## src/rtl/pool1_stream_if.sv

```systemverilog
// LII physical stream link: AXI-Stream style data/valid/ready plus node ids.
interface pool1_stream_if #(
  parameter int PW = 64
);
  logic [PW-1:0] tdata;
  logic          tvalid;
  logic          tready;
  logic [7:0]    src;
  logic [7:0]    dst;

  modport master (output tdata, output tvalid, output src, output dst, input tready);
  modport slave  (input tdata, input tvalid, input src, input dst, output tready);
endinterface

```

## src/rtl/pool1_stream_stage.sv

```systemverilog
// 2x2 stride-2 signed max-pool over a raster pixel stream, one half-row line
// buffer and a single registered output slot.
module pool1_stream_stage #(
  parameter int         IMG_W   = 28,
  parameter int         IMG_H   = 28,
  parameter int         CH      = 6,
  parameter int         DW      = 8,
  parameter int         PW      = 64,
  parameter logic [7:0] MY_ID   = 8'h01,
  parameter logic [7:0] NEXT_ID = 8'h02
) (
  input  logic          aclk,
  input  logic          arstn,
  pool1_stream_if.slave  lii_in_p0,
  pool1_stream_if.master lii_out_p0,
  output logic          frame_done,
  output logic [15:0]   drop_cnt
);

  localparam int XW  = CH * DW;
  localparam int CW  = (IMG_W > 2) ? $clog2(IMG_W) : 1;
  localparam int RW  = (IMG_H > 2) ? $clog2(IMG_H) : 1;
  localparam int LBN = IMG_W / 2;
  localparam int LW  = (LBN > 1) ? $clog2(LBN) : 1;

  logic [CW-1:0] col;
  logic [RW-1:0] row;
  logic [XW-1:0] pair;
  logic [XW-1:0] lb [LBN];
  logic [LW-1:0] lb_idx;
  logic [XW-1:0] lb_rd;
  logic [XW-1:0] in_data;
  logic [XW-1:0] pair_max;
  logic [XW-1:0] emit_data;
  logic [XW-1:0] out_data;
  logic          out_valid;
  logic          out_last;
  logic          is_mine;
  logic          at_emit;
  logic          in_ready;
  logic          accept;
  logic          take;
  logic          drop;
  logic          out_fire;
  logic          last_col;
  logic          last_row;
  logic          unused_in;

  function automatic logic [XW-1:0] vmax(input logic [XW-1:0] a, input logic [XW-1:0] b);
    logic [XW-1:0] r;
    r = '0;
    for (int unsigned k = 0; k < CH; k++) begin
      r[k*DW +: DW] = ($signed(a[k*DW +: DW]) > $signed(b[k*DW +: DW])) ?
                      a[k*DW +: DW] : b[k*DW +: DW];
    end
    return r;
  endfunction

  always_comb begin
    in_data   = lii_in_p0.tdata[XW-1:0];
    lb_idx    = LW'(col >> 1);
    lb_rd     = lb[lb_idx];
    pair_max  = vmax(pair, in_data);
    emit_data = vmax(lb_rd, pair_max);
    last_col  = (col == CW'(IMG_W - 1));
    last_row  = (row == RW'(IMG_H - 1));
    is_mine   = (lii_in_p0.dst == MY_ID);
    at_emit   = col[0] & row[0];
    // Only a beat that would load the output slot can be stalled.
    in_ready  = !(is_mine && at_emit) || !out_valid || lii_out_p0.tready;
    accept    = lii_in_p0.tvalid & in_ready;
    take      = accept & is_mine;
    drop      = accept & ~is_mine;
    out_fire  = out_valid & lii_out_p0.tready;
  end

  always_ff @(posedge aclk or negedge arstn) begin
    if (!arstn) begin
      col        <= '0;
      row        <= '0;
      pair       <= '0;
      out_valid  <= 1'b0;
      out_data   <= '0;
      out_last   <= 1'b0;
      frame_done <= 1'b0;
      drop_cnt   <= '0;
    end else begin
      frame_done <= out_fire & out_last;
      if (drop && (drop_cnt != '1)) drop_cnt <= drop_cnt + 16'd1;
      if (take) begin
        if (!col[0]) pair <= in_data;
        if (last_col) begin
          col <= '0;
          row <= last_row ? '0 : row + 1'b1;
        end else begin
          col <= col + 1'b1;
        end
      end
      if (take && at_emit) begin
        out_valid <= 1'b1;
        out_data  <= emit_data;
        out_last  <= last_row & last_col;
      end else if (out_fire) begin
        out_valid <= 1'b0;
      end
    end
  end

  always_ff @(posedge aclk) begin
    if (take && col[0] && !row[0]) lb[lb_idx] <= pair_max;
  end

  assign unused_in = ^{lii_in_p0.src, lii_in_p0.tdata};

  assign lii_in_p0.tready  = in_ready;
  assign lii_out_p0.tvalid = out_valid;
  assign lii_out_p0.tdata  = PW'(out_data);
  assign lii_out_p0.src    = MY_ID;
  assign lii_out_p0.dst    = NEXT_ID;

endmodule

```

## src/flat_wrapper.sv

```systemverilog
// flat-port wrapper written by rule: the top's interface ports become plain ports
module pool1_stream_stage_flat 
#(
  parameter int         IMG_W   = 28,
  parameter int         IMG_H   = 28,
  parameter int         CH      = 6,
  parameter int         DW      = 8,
  parameter int         PW      = 64,
  parameter logic [7:0] MY_ID   = 8'h01,
  parameter logic [7:0] NEXT_ID = 8'h02
)
  (aclk, arstn, frame_done, drop_cnt, lii_in_p0_tdata, lii_in_p0_tvalid, lii_in_p0_src, lii_in_p0_dst, lii_in_p0_tready, lii_out_p0_tdata, lii_out_p0_tvalid, lii_out_p0_src, lii_out_p0_dst, lii_out_p0_tready);
  pool1_stream_if #(.PW(PW)) lii_in_p0_i ();
  pool1_stream_if #(.PW(PW)) lii_out_p0_i ();
  input  logic aclk;
  input  logic arstn;
  output logic frame_done;
  output logic [15:0] drop_cnt;
  input wire logic [$bits(lii_in_p0_i.tdata)-1:0] lii_in_p0_tdata;
  input wire logic [$bits(lii_in_p0_i.tvalid)-1:0] lii_in_p0_tvalid;
  input wire logic [$bits(lii_in_p0_i.src)-1:0] lii_in_p0_src;
  input wire logic [$bits(lii_in_p0_i.dst)-1:0] lii_in_p0_dst;
  output wire logic [$bits(lii_in_p0_i.tready)-1:0] lii_in_p0_tready;
  output wire logic [$bits(lii_out_p0_i.tdata)-1:0] lii_out_p0_tdata;
  output wire logic [$bits(lii_out_p0_i.tvalid)-1:0] lii_out_p0_tvalid;
  output wire logic [$bits(lii_out_p0_i.src)-1:0] lii_out_p0_src;
  output wire logic [$bits(lii_out_p0_i.dst)-1:0] lii_out_p0_dst;
  input wire logic [$bits(lii_out_p0_i.tready)-1:0] lii_out_p0_tready;
  assign lii_in_p0_i.tdata = lii_in_p0_tdata;
  assign lii_in_p0_i.tvalid = lii_in_p0_tvalid;
  assign lii_in_p0_i.src = lii_in_p0_src;
  assign lii_in_p0_i.dst = lii_in_p0_dst;
  assign lii_in_p0_tready = lii_in_p0_i.tready;
  assign lii_out_p0_tdata = lii_out_p0_i.tdata;
  assign lii_out_p0_tvalid = lii_out_p0_i.tvalid;
  assign lii_out_p0_src = lii_out_p0_i.src;
  assign lii_out_p0_dst = lii_out_p0_i.dst;
  assign lii_out_p0_i.tready = lii_out_p0_tready;
  pool1_stream_stage #(.IMG_W(IMG_W), .IMG_H(IMG_H), .CH(CH), .DW(DW), .PW(PW), .MY_ID(MY_ID), .NEXT_ID(NEXT_ID)) u_core (.aclk(aclk), .arstn(arstn), .lii_in_p0(lii_in_p0_i), .lii_out_p0(lii_out_p0_i), .frame_done(frame_done), .drop_cnt(drop_cnt));
endmodule
```

## config.mk

```make
export PLATFORM = sky130hd
export DESIGN_NAME = pool1_stream_stage_flat
export DESIGN_NICKNAME = d
export VERILOG_FILES = /design/src/rtl/pool1_stream_if.sv /design/src/rtl/pool1_stream_stage.sv /design/src/flat_wrapper.sv
export SDC_FILE = /design/constraint.sdc
export NUM_CORES = 1
export LEC_CHECK = 0
export CORE_MARGIN = 3
export CORE_UTILIZATION = 45
export DETAILED_ROUTE_END_ITERATION = 10
export GPL_TIMING_DRIVEN = 0
export HOLD_SLACK_MARGIN = 0.1
export MAX_ROUTING_LAYER = met4
export PLACE_DENSITY = 0.65
export SLEW_MARGIN = 40
export SYNTH_ARGS = -nofsm -noshare
export SYNTH_HDL_FRONTEND = slang
export SYNTH_SLANG_ARGS = --single-unit
```

## constraint.sdc

```tcl
create_clock -name aclk -period 4.9 [get_ports aclk]
set_clock_uncertainty 0.1 [all_clocks]
set_input_delay 0.98 -clock aclk [delete_from_list [all_inputs] [get_ports aclk]]
set_output_delay 0.98 -clock aclk [all_outputs]
set_load 0.05 [all_outputs]
```

==> results.yml <==
clock_network:
  htreeDepth: 3
  cts_buffers: 85
  clkSinkCount: 797
  hold_buffers: 0
  cts_tree: "yes"
  cts.clk_slew.worst_paths_ns: 0.06
  clk-insertion-delay-late_ns: 0.64
  cts_max_path_buffers: 3
  root_buffer: "clkbuf_16"
worst_setup_path:
  cp.required_ns: 5.31
  crit_end: "u_core.out_data[37]"
  worstPathCellList: "clkdlybuf4s50_1 -> inv_1 -> ha_1 -> a21o_1 -> a2111oi_1 -> nor2_1 -> o22ai_4 -> mux2_2 -> inv_1 -> ha_1 -> nand3_1 -> o32ai_1 -> mux2i_1 -> o21ai_4 -> and2_2 -> a221o_1"
  end_kind: "flip-flop"
  rr_endpoint: "u_core.out_data[9]"
  rrSetupSlack_ns: 0.41
  rr_startpoint: "u_core.col[2]"
  reg2reg_depth: 15
  max_stage_delay_ns: 0.52
  crit_path_start: "lii_in_p0_tdata[37]"
  cp_max_fo: 16
  crit_arrival_ns: 5.10
  worstSetupPathType: "in -> reg"
  crit_slowest_cell: "mux2_2"
  worstSetupStartpointType: "primary input"
detailed_routing:
  drc: 0
  drt_first_pass_iters: 5
  num_vias: 19700
  postRouteWirelength_um: 85600
  via_per_inst: 5.63
  drtIter0Drc: 1797
  ant_nets: 0
  routedWlPerCell_um: 24.5
placed_design:
  gp_congestion: 0.792
  io_buffers: 126
  dp_worst_setup_slack_ns: -1.02
  dp.cells: 3330
  place.detailed.hpwl_um: 58800
sta:
  setup-tns-final_ns: 0
  worstMarginPinSlew_ns: 0.887
  finalHoldViolations: 0
  fin_crit_sh_pct: 95.6
  setup_ws_ns: 0.216
  slew_headroom_pct: 40.9
  finalMaxSlewViolations: 0
  setup_viol: 0
  max_freq_mhz: 214
  fin_crit_ns: 4.68
floorplan:
  die_y_um: 283
  fp.dieArea_um2: 80200
  chipWidth_um: 283
  rows: 101
  core_area_um2: 76100
  num_io_pins: 183
  start_util_pct: 45.4
final_layout:
  final_util_pct: 54.6
  area.growth.synth_to_final_pct: 20.2
  n_antenna_cell: 0
  fillerInstances: 5941
  drive_above_1_share_pct: 21.7
  nets: 2576
  instances_no_fill: 3494
logic_synthesis:
  synth.top_cells.by_count: "edfxtp_1 (672), inv_1 (149), mux4_2 (135)"
  synth.avg_cell_area_um2: 16.7
  synth_edf_count: 672
  synth_top_cell_by_area: "edfxtp_1"
  synthTopCellsByArea: "edfxtp_1 (58%), dfrtp_1 (9.0%), mux4_2 (8.8%)"
  synth_top_area_share_pct: 58.4
  ys_seq_elements: 797
  async_flop_share_pct: 15.7
  synth_seq_area_share_pct: 67.4
  yosys_warnings: 0
  netlist-cell-type-count: 69
  syn_inst: 2072
  netlist_area_um2: 34600
  yosysMostFrequentCell: "edfxtp_1"
  synthFlopType: "edfxtp_1"
min_path:
  hp-class: "in -> async"
global_route:
  grt_pass1_vias: 20200
  grt_use_total_pct: 21.9
  grt_overflow: 0
  grt_max_degree: 66
  antenna_found_initial: 1
  grt_pass1_wl_um: 128000
outcome:
  status: "completed"
power:
  power.share.combinational_pct: 7.4
  p_int_w: 0.0117
  p_seq_share_pct: 50.5
  swShare_pct: 22.7
  clock_power_share_pct: 42.0
  switchingPower_w: 0.00343
  peakVddDrop_v: 0.000247
  power_leakage_nw: 15.0
  power_density_nw_per_um2: 363
flow_run:
  drv_cap: 0
-- worst min path at each step --
stage / from / to / slack (ns) / cells past startpoint
floorplan: u_core.out_last / u_core.out_last / 0.35 / 2
global placement: u_core.out_last / u_core.out_last / 0.37 / 2
detailed placement: u_core.out_last / u_core.out_last / 0.38 / 2
CTS: arstn / u_core.pair[6] / 0.20 / 1
global route: arstn / u_core.pair[39] / 0.23 / 1
finish: arstn / u_core.pair[6] / 0.21 / 1
-- per-layer routing --
layer / up-vias / track usage, % / part of all wire (%) / wire length, µm
met5: - / - / 0 / 0
li1: 8675 / - / - / -
met4: 0 / 6.22 / 2.3 / 1970
met2: 708 / 36.0 / 50 / 42800
met1: 10200 / 28.2 / 41 / 35200
met3: 124 / 3.97 / 6.5 / 5600
-- registers in the layout, summed over array words and instances (netlist names) --
| name | flops |
|---|---|
| u_core.out_data | 48 |
| u_core.drop_cnt | 16 |
| u_core.frame_done | 1 |
| u_core.lii_out_p0.tvalid | 1 |
| u_core.col | 5 |
| u_core.row | 5 |
| u_core.lb | 672 |
| u_core.out_last | 1 |
| u_core.pair | 48 |
-- layout by cell type, fill, tap and decap left out, types with 9 or more instances in the layout --
cell type / n
mux2i_1: 107
mux4_1: 23
o31a_1: 31
inv_1: 149
o21ai_0: 52
mux4_2: 135
nor2_4: 11
nor3b_1: 15
buf_6: 27
edfxtp_1: 672
dfrtp_1: 125
ha_1: 99
buf_4: 44
buf_1: 9
nand4_1: 12
nand2_1: 66
conb_1: 32
mux2_2: 69
nor2_1: 105
clkinv_1: 17
xor2_1: 9
nor3_1: 9
nor2b_1: 11
buf_8: 26
buf_2: 41
clkbuf_16: 89
a21oi_1: 96
nand3_1: 27
clkinv_2: 11
buf_16: 23
a221o_1: 15
clkbuf_1: 43
clkdlybuf4s50_1: 125
o21ai_1: 9
-- what timing repair did --
item | 4_1_cts | 5_1_grt
setup buffers | 0 | 9
endpoints found under the setup margin | 37 | 48
pin swaps | 0 | 3
cloned | 0 | 0
gates resized for setup | 5 | 25
-- power by group through the flow --
stage,logic [W],clock network [W],registers (W)
CTS,0.00108,0.00644,0.00762
finish,0.00112,0.00634,0.00762
global placement,0.00101,0,0.00776
global route,0.00123,0.00673,0.00763
detailed placement,0.00107,0,0.00776
floorplan,0.000607,0,0.00784
-- layout make-up --
type | count | area [µm²] | share of cell area, %
buffer | 114 | 663 | 1.60
clock buffer | 115 | 2330 | 5.62
clock inverter | 43 | 412 | 0.990
inverter | 149 | 559 | 1.35
multi-input combinational | 1039 | 10400 | 25.0
sequential | 797 | 23300 | 56.1
tap | 1030 | 1290 | 3.10
timing repair buffer | 207 | 2590 | 6.24
-- per-stage QoR --
stage                     instance area, µm²  hold slack [ns]  total power (W)
after detailed placement               38600            0.384          0.00883
after CTS                              41400            0.203           0.0151
final                                  41600            0.214           0.0151
after global placement                 37300            0.366          0.00877
after global routing                   41600            0.234           0.0156
after floorplan                        34700            0.349          0.00845
-- critical path, delay by kind of cell --
family | cells | cell delay (ns)
multiplexers | 2 | 0.77
AO/OA/AOI/OAI | 6 | 1.58
AND/OR/NAND/NOR | 3 | 0.54
adder cells (fa/ha/maj) | 2 | 0.55
buffers and inverters | 3 | 0.66
-- cells by family after synthesis --
logic type      after synthesis  share of synthesized area (%)
flops                       797                           67.4
mux                         338                           16.0
simple gates                293                           4.02
buf+inv                     266                           3.54
compound gates              261                           5.02
fa+ha+maj                    99                           3.58
xor+xnor                     16                          0.405
other cells                   2                         0.0217
(Power assumes the default switching activity.)
